File: src/rtl/fp_add_sequencer_if.sv
// ============================================================================
// fp_add_sequencer_if : operand/result handshake bundle for fp_add_sequencer
// Revision: 1.0
// ============================================================================
`default_nettype none

interface fp_add_sequencer_if #(
    parameter int WORD_W = 32
);
    logic              in_valid;
    logic              in_ready;
    logic [WORD_W-1:0] op_a;
    logic [WORD_W-1:0] op_b;
    logic              op_symbol;
    logic              out_valid;
    logic              out_ready;
    logic [WORD_W-1:0] result;
    logic              busy;

    modport slave (
        input  in_valid, op_a, op_b, op_symbol, out_ready,
        output in_ready, out_valid, result, busy
    );

    modport master (
        output in_valid, op_a, op_b, op_symbol, out_ready,
        input  in_ready, out_valid, result, busy
    );
endinterface

`default_nettype wire

File: src/rtl/fp_add_sequencer.sv
// ============================================================================
// fp_add_sequencer : multi-cycle IEEE-754 single add/sub controller; optional FP_SPECIAL_EN (NaN/inf bypass)
// Revision: 1.0
// ============================================================================
`default_nettype none

module fp_add_sequencer #(
    parameter int EXP_W  = 8,
    parameter int FRAC_W = 23
) (
    input  wire logic              clk,
    input  wire logic              rst_n,
    fp_add_sequencer_if.slave      bus,
    output logic [EXP_W-1:0]       dp_diff_exp,
    output logic                   dp_sign_exp,
    output logic [FRAC_W:0]        dp_frac_a,
    output logic [FRAC_W:0]        dp_frac_b,
    output logic                   dp_sign_a,
    output logic                   dp_sign_b,
    output logic                   dp_symbol,
    input  wire logic [FRAC_W+1:0] dp_out,
    input  wire logic              dp_sign_out
);
    localparam int c_WORD_W = 1 + EXP_W + FRAC_W;
    localparam int c_F_W    = FRAC_W + 2;
    localparam int c_E_W    = EXP_W + 2;
    localparam logic [c_E_W-1:0] c_E_ONE = c_E_W'(1);
    localparam logic [c_E_W-1:0] c_E_MAX = c_E_W'((1 << EXP_W) - 1);

    typedef enum logic [2:0] {
        S_IDLE  = 3'd0,
        S_ALIGN = 3'd1,
        S_EXEC  = 3'd2,
        S_NORM  = 3'd3,
        S_PACK  = 3'd4,
        S_DONE  = 3'd5
    } state_t;

    state_t                r_state;
    logic [c_WORD_W-1:0]   r_op_a;
    logic [c_WORD_W-1:0]   r_op_b;
    logic                  r_sym;
    logic [c_E_W-1:0]      r_e;
    logic [c_F_W-1:0]      r_f;
    logic                  r_s;
    logic                  r_zero;
    logic                  r_uflow;

    logic [EXP_W-1:0]      w_ea;
    logic [EXP_W-1:0]      w_eb;
    logic [EXP_W-1:0]      w_ea_eff;
    logic [EXP_W-1:0]      w_eb_eff;
    logic [EXP_W:0]        w_diff;
    logic [EXP_W:0]        w_diff_neg;
    logic                  w_b_larger;
    logic [EXP_W-1:0]      w_abs_diff;
    logic [FRAC_W:0]       w_frac_a;
    logic [FRAC_W:0]       w_frac_b;

    // Denormals are flushed: zero fraction, exponent treated as 1.
    assign w_ea       = r_op_a[c_WORD_W-2:FRAC_W];
    assign w_eb       = r_op_b[c_WORD_W-2:FRAC_W];
    assign w_ea_eff   = (w_ea == '0) ? EXP_W'(1) : w_ea;
    assign w_eb_eff   = (w_eb == '0) ? EXP_W'(1) : w_eb;
    assign w_diff     = {1'b0, w_ea_eff} - {1'b0, w_eb_eff};
    assign w_diff_neg = -w_diff;
    assign w_b_larger = w_diff[EXP_W];
    assign w_abs_diff = w_b_larger ? w_diff_neg[EXP_W-1:0] : w_diff[EXP_W-1:0];
    assign w_frac_a   = (w_ea == '0) ? '0 : {1'b1, r_op_a[FRAC_W-1:0]};
    assign w_frac_b   = (w_eb == '0) ? '0 : {1'b1, r_op_b[FRAC_W-1:0]};

`ifdef FP_SPECIAL_EN
    localparam logic [c_WORD_W-1:0] c_QNAN = {1'b0, {EXP_W{1'b1}}, 1'b1, {(FRAC_W-1){1'b0}}};

    logic                  w_a_max;
    logic                  w_b_max;
    logic                  w_nan;
    logic                  w_special;
    logic [c_WORD_W-1:0]   w_special_res;
    logic                  r_special;
    logic [c_WORD_W-1:0]   r_special_res;

    assign w_a_max   = &w_ea;
    assign w_b_max   = &w_eb;
    assign w_special = w_a_max | w_b_max;
    assign w_nan     = (w_a_max && (|r_op_a[FRAC_W-1:0]))
                     | (w_b_max && (|r_op_b[FRAC_W-1:0]))
                     | (w_a_max && w_b_max && (r_op_a[c_WORD_W-1] ^ r_op_b[c_WORD_W-1] ^ r_sym));

    always_comb begin
        w_special_res = {r_op_b[c_WORD_W-1] ^ r_sym, r_op_b[c_WORD_W-2:0]};
        if (w_nan) begin
            w_special_res = c_QNAN;
        end else if (w_a_max) begin
            w_special_res = r_op_a;
        end
    end
`endif

    always_ff @(posedge clk or negedge rst_n) begin
        if (!rst_n) begin
            r_state       <= S_IDLE;
            bus.in_ready  <= 1'b1;
            bus.out_valid <= 1'b0;
            bus.busy      <= 1'b0;
            bus.result    <= '0;
            dp_diff_exp   <= '0;
            dp_sign_exp   <= 1'b0;
            dp_frac_a     <= '0;
            dp_frac_b     <= '0;
            dp_sign_a     <= 1'b0;
            dp_sign_b     <= 1'b0;
            dp_symbol     <= 1'b0;
            r_op_a        <= '0;
            r_op_b        <= '0;
            r_sym         <= 1'b0;
            r_e           <= '0;
            r_f           <= '0;
            r_s           <= 1'b0;
            r_zero        <= 1'b0;
            r_uflow       <= 1'b0;
`ifdef FP_SPECIAL_EN
            r_special     <= 1'b0;
            r_special_res <= '0;
`endif
        end else begin
            case (r_state)
                S_IDLE: begin
                    if (bus.in_valid) begin
                        r_op_a       <= bus.op_a;
                        r_op_b       <= bus.op_b;
                        r_sym        <= bus.op_symbol;
                        bus.in_ready <= 1'b0;
                        bus.busy     <= 1'b1;
                        r_state      <= S_ALIGN;
                    end
                end
                S_ALIGN: begin
                    dp_diff_exp <= w_abs_diff;
                    dp_sign_exp <= w_b_larger;
                    dp_frac_a   <= w_frac_a;
                    dp_frac_b   <= w_frac_b;
                    dp_sign_a   <= r_op_a[c_WORD_W-1];
                    dp_sign_b   <= r_op_b[c_WORD_W-1];
                    dp_symbol   <= r_sym;
                    r_e         <= c_E_W'(w_b_larger ? w_eb_eff : w_ea_eff);
                    r_zero      <= 1'b0;
                    r_uflow     <= 1'b0;
`ifdef FP_SPECIAL_EN
                    r_special     <= w_special;
                    r_special_res <= w_special_res;
                    r_state       <= w_special ? S_PACK : S_EXEC;
`else
                    r_state     <= S_EXEC;
`endif
                end
                S_EXEC: begin
                    r_f     <= dp_out;
                    r_s     <= dp_sign_out;
                    r_state <= S_NORM;
                end
                S_NORM: begin
                    // One shift per cycle; the exit decision costs one extra cycle.
                    if (r_f == '0) begin
                        r_zero  <= 1'b1;
                        r_state <= S_PACK;
                    end else if (r_f[c_F_W-1]) begin
                        r_f <= r_f >> 1;
                        r_e <= r_e + c_E_ONE;
                    end else if (!r_f[FRAC_W]) begin
                        if (r_e > c_E_ONE) begin
                            r_f <= r_f << 1;
                            r_e <= r_e - c_E_ONE;
                        end else begin
                            r_uflow <= 1'b1;
                            r_state <= S_PACK;
                        end
                    end else begin
                        r_state <= S_PACK;
                    end
                end
                S_PACK: begin
`ifdef FP_SPECIAL_EN
                    if (r_special) begin
                        bus.result <= r_special_res;
                    end else
`endif
                    if (r_zero) begin
                        bus.result <= '0;
                    end else if (r_uflow) begin
                        bus.result <= {r_s, {(c_WORD_W-1){1'b0}}};
                    end else if (r_e >= c_E_MAX) begin
                        bus.result <= {r_s, {EXP_W{1'b1}}, {FRAC_W{1'b0}}};
                    end else begin
                        bus.result <= {r_s, r_e[EXP_W-1:0], r_f[FRAC_W-1:0]};
                    end
                    bus.out_valid <= 1'b1;
                    r_state       <= S_DONE;
                end
                S_DONE: begin
                    if (bus.out_ready) begin
                        bus.out_valid <= 1'b0;
                        bus.in_ready  <= 1'b1;
                        bus.busy      <= 1'b0;
                        r_state       <= S_IDLE;
                    end
                end
                default: begin
                    r_state <= S_IDLE;
                end
            endcase
        end
    end
endmodule

`default_nettype wire
File: src/flat_wrapper.sv
// flat-port wrapper written by rule: the top's interface ports become plain ports
module fp_add_sequencer_flat 
#(
    parameter int EXP_W  = 8,
    parameter int FRAC_W = 23
)
  (clk, rst_n, dp_diff_exp, dp_sign_exp, dp_frac_a, dp_frac_b, dp_sign_a, dp_sign_b, dp_symbol, dp_out, dp_sign_out, bus_in_valid, bus_op_a, bus_op_b, bus_op_symbol, bus_out_ready, bus_in_ready, bus_out_valid, bus_result, bus_busy);
  fp_add_sequencer_if bus_i ();
  input  wire logic clk;
  input  wire logic rst_n;
  output logic [EXP_W-1:0] dp_diff_exp;
  output logic dp_sign_exp;
  output logic [FRAC_W:0] dp_frac_a;
  output logic [FRAC_W:0] dp_frac_b;
  output logic dp_sign_a;
  output logic dp_sign_b;
  output logic dp_symbol;
  input  wire logic [FRAC_W+1:0] dp_out;
  input  wire logic dp_sign_out;
  input wire logic [$bits(bus_i.in_valid)-1:0] bus_in_valid;
  input wire logic [$bits(bus_i.op_a)-1:0] bus_op_a;
  input wire logic [$bits(bus_i.op_b)-1:0] bus_op_b;
  input wire logic [$bits(bus_i.op_symbol)-1:0] bus_op_symbol;
  input wire logic [$bits(bus_i.out_ready)-1:0] bus_out_ready;
  output wire logic [$bits(bus_i.in_ready)-1:0] bus_in_ready;
  output wire logic [$bits(bus_i.out_valid)-1:0] bus_out_valid;
  output wire logic [$bits(bus_i.result)-1:0] bus_result;
  output wire logic [$bits(bus_i.busy)-1:0] bus_busy;
  assign bus_i.in_valid = bus_in_valid;
  assign bus_i.op_a = bus_op_a;
  assign bus_i.op_b = bus_op_b;
  assign bus_i.op_symbol = bus_op_symbol;
  assign bus_i.out_ready = bus_out_ready;
  assign bus_in_ready = bus_i.in_ready;
  assign bus_out_valid = bus_i.out_valid;
  assign bus_result = bus_i.result;
  assign bus_busy = bus_i.busy;
  fp_add_sequencer #(.EXP_W(EXP_W), .FRAC_W(FRAC_W)) u_core (.clk(clk), .rst_n(rst_n), .bus(bus_i), .dp_diff_exp(dp_diff_exp), .dp_sign_exp(dp_sign_exp), .dp_frac_a(dp_frac_a), .dp_frac_b(dp_frac_b), .dp_sign_a(dp_sign_a), .dp_sign_b(dp_sign_b), .dp_symbol(dp_symbol), .dp_out(dp_out), .dp_sign_out(dp_sign_out));
endmodule
File: config.mk
export PLATFORM = sky130hd
export DESIGN_NAME = fp_add_sequencer_flat
export DESIGN_NICKNAME = d
export VERILOG_FILES = /design/src/rtl/fp_add_sequencer_if.sv /design/src/rtl/fp_add_sequencer.sv /design/src/flat_wrapper.sv
export SDC_FILE = /design/constraint.sdc
export NUM_CORES = 1
export LEC_CHECK = 0
export CAP_MARGIN = 5
export CELL_PAD_IN_SITES_DETAIL_PLACEMENT = 0
export CELL_PAD_IN_SITES_GLOBAL_PLACEMENT = 2
export CORE_MARGIN = 3
export CORE_UTILIZATION = 33
export DETAILED_ROUTE_END_ITERATION = 12
export PLACE_DENSITY_LB_ADDON = 0.1
export SLEW_MARGIN = 5
export SYNTH_ARGS = -nofsm -noshare
export SYNTH_HDL_FRONTEND = slang
export SYNTH_SLANG_ARGS = --single-unit
File: constraint.sdc
create_clock -name clk -period 4.35 [get_ports clk]
set_input_delay 0.6525 -clock clk [delete_from_list [all_inputs] [get_ports clk]]
set_output_delay 0.6525 -clock clk [all_outputs]
set_load 0.005 [all_outputs]
==> results.cfg <==
[placed_design]
hpwl_microns = 16590
place.port_buffers = 189
gp_congestion = 0.7521
dpl_worst_slack_ps = 416.9

[power_and_ir_drop]
peakVddDrop_mv = 0.3348
p_per_area_nw_per_um2 = 841.2
p_leak_uw = 0.005084

[floorplanning]
initial_core_util = 0.3388
die_w_microns = 170.3
core_area_sq_um = 26280
die_y_microns = 170.3
rows = 59
die-area_sq_um = 28990
io_pins = 190

[synth]
synth_top_area_frac = 0.5621
ys_warn_count = 0
ys.flop_type = dfrtp_1
syn-num-nets = 882
ys_types = 61
netlist_area_sq_um = 8904
synthCells = 774
synth-edff-count = 0
synth_area_leader_cell = dfrtp_1
synth_area_per_cell_sq_um = 11.50
ys_ff_latch = 201
seq_area_frac_synth = 0.5651
ys_top_cells_by_area = dfrtp_1 (56%), mux2_2 (7.2%), a22o_1 (7.0%)
async_flop_share = 1.000

[clocking]
cts_hold_buf = 0
cts_tree = built
clock-sinks = 201
clk_pin_slew_ps = 60
h-tree-depth = 1
post-cts-setup-buffers = 0
numCtsBuffers = 24
cts-root-buf = clkbuf_16
clockBufferDepth = 3
clk_latency_ps = 520
cts_resized = 0

[worst_setup_path]
cpPeakStageDelay_ps = 580
required_ps = 4780
crit_chain = or4_1 > nor4_1 > nor2_1 > ha_1 > fa_1 > nand2b_1 > a211oi_1 > o211ai_1 > nand2_1 > buf_4 > a31oi_1 > xor2_1 > o21ai_0
critPathArrivalTime_ps = 4420
criticalPathCategory = reg2reg
crit_buf_inv = 1
crit_slowest_cell = or4_1
crit_fanout = 12
end_kind = flip-flop
start_kind = flip-flop
crit_family = simple AND/OR/NAND/NOR gates

[drt]
drtIter0Drc = 339
drc = 0
ant_nets = 0
via_per_inst = 5.126
wirelength_microns = 24080
dr.pass1.iters = 4
num_vias = 6649
post_drt_wl_per_cell_microns = 18.57

[timing]
slew_violations = 0
rsz0062_at_grt = no
whs_ps = 191.0
hold_viol_final = 0
period_share = 0.9161
fin_worst_skew_ps = 8.582
fmax_mhz = 250.9
fin_crit_ps = 3985
setup_tns_ps = 0
max_slew_margin = 0.2300
fin_ws_ps = 364.8
worstMarginPinSlew_ps = 1154
finalSetupViolations = 0

[final_layout]
drive_gt1_frac = 0.1351
post-route-util = 0.4552
fillerInstances = 2436
num_antenna_cells = 0
syn2layout_area_growth_pct = 34.37
fin_nets = 1052

[run_status]
status = finished, final reports clean

[global_route]
grt_pass1_vias = 7007
overflow = 0
antenna_found_initial = 1
grt_pass1_wl_microns = 39660
grt_max_degree = 92
grt_usage = 0.1684

[run]
drv_cap = 0

[min_path]
hp-class = in2async
[synthesized netlist by cell type, types with 2 or more instances]
library cell,number
xnor2_1,7
nor2_1,30
nor3_1,7
nand3_1,3
or3_1,6
nand4_1,2
o221ai_1,2
a41oi_1,2
nor2_2,2
nor4_1,8
nor3_2,2
nand2b_1,6
inv_1,40
buf_2,16
a22o_1,71
o21ai_1,28
o31ai_1,2
nand2_1,55
buf_1,2
and2_1,3
a211oi_1,3
a32oi_1,2
a31oi_1,6
dfrtp_1,200
o32a_1,8
xor2_1,4
nor2b_1,3
clkbuf_1,38
a21boi_0,2
and3_1,3
o21ai_0,35
mux2_2,57
a21oi_1,22
mux2i_1,7
a21o_1,5
a221o_1,22
ha_1,12
buf_6,2
o211ai_1,23
o21a_1,3
o22ai_1,3
[power breakdown]
group	leakage, uW	switching [uW]	total, uW	internal, uW
clock network	0.000426	804	2160	1350
logic	0.00219	2100	4420	2320
registers	0.00247	711	3490	2780
[sequential cells by signal (all words and copies together), names as in the netlist, 3 cells and up]
register and cells:
u_core.r_state 3, u_core.bus.result 32, u_core.dp_diff_exp 8, u_core.dp_frac_b 24, u_core.dp_frac_a 24, u_core.r_e 10
u_core.r_op_b 32, u_core.r_f 25, u_core.r_op_a 32
[cell families after synthesis]
logic type / count (synthesis) / synth area share
muxes: 64 / 0.07996
AOI/OAI and AO/OA: 244 / 0.2010
xor gates and xnor gates: 11 / 0.01082
adders and majority gates: 13 / 0.01911
DFF: 201 / 0.5651
and+or+nand+nor: 140 / 0.07701
buffers and inverters: 101 / 0.04708
[through the flow]
stage / cells / cell area (sq um) / power (uW)
global placement: 1253 / 11100 / 7919
CTS: 1297 / 11960 / 10210
floorplan: 774 / 8904 / 6220
finish: 1297 / 11960 / 10060
detailed placement: 1253 / 11100 / 7990
global route: 1297 / 11960 / 10910
[final cells by class]
| type | count | area, sq um | area share |
|---|---|---|---|
| tap | 335 | 419.2 | 0.03503 |
| inverter | 41 | 153.9 | 0.01286 |
| multi-input combinational | 472 | 3476 | 0.2905 |
| clock buffer | 33 | 694.4 | 0.05804 |
| clock inverter | 11 | 168.9 | 0.01412 |
| sequential | 201 | 5031 | 0.4205 |
| timing repair buffer | 204 | 2021 | 0.1689 |
[routing by layer]
metal / vias up / wire length, microns / global-route usage
met5: - / 9 / 0
met1: 3287 / 10950 / 0.2356
met4: 2 / 401 / 0.03104
met3: 33 / 1987 / 0.06109
met2: 163 / 10730 / 0.2549
li1: 3164 / - / -
[worst register-to-register path, stage by stage (launching register included)]
cell and delay, ps:
dfrtp_1 410, or4_1 580, nor4_1 430, nor2_1 140
ha_1 260, fa_1 410, nand2b_1 180, a211oi_1 310
o211ai_1 120, nand2_1 450, buf_4 250, a31oi_1 50
xor2_1 150, o21ai_0 150
[layout by cell type (no fill, tap or decap), types with 4 or more instances in the layout]
cell type,count
a21o_1,5
a21oi_1,21
a221o_1,22
a22o_1,71
a31oi_1,6
buf_4,14
bufinv_16,4
clkbuf_16,24
clkbuf_8,7
clkdlybuf4s50_1,188
clkinv_2,5
dfrtp_1,200
ha_1,12
inv_1,40
mux2_2,57
mux2i_1,7
nand2_1,55
nand2b_1,6
nor2_1,28
nor3_1,7
nor4_1,8
o211ai_1,23
o21ai_0,35
o21ai_1,28
o32a_1,8
or3_1,5
xnor2_1,7
xor2_1,4
[path summary, 6_finish.rpt]
kind	from	to	slack [ps]	depth (start not counted)
worst max register to register	u_core.r_op_a[27]$_DFFE_PN0P_	u_core.dp_diff_exp[5]$_DFFE_PN0P_	360	13
min in group clk	u_core.r_op_a[31]$_DFFE_PN0P_	u_core.dp_sign_a$_DFFE_PN0P_	460	2
max in group asynchronous	rst_n	u_core.bus.in_ready$_DFFE_PN1P_	3130	2
worst max-delay path	u_core.r_op_a[27]$_DFFE_PN0P_	u_core.dp_diff_exp[5]$_DFFE_PN0P_	360	13
worst min register to register	u_core.r_op_a[31]$_DFFE_PN0P_	u_core.dp_sign_a$_DFFE_PN0P_	460	2
worst min-delay path	rst_n	u_core.bus.result[28]$_DFFE_PN0P_	190	1
Note: power is estimated with default switching activity, not from simulation.
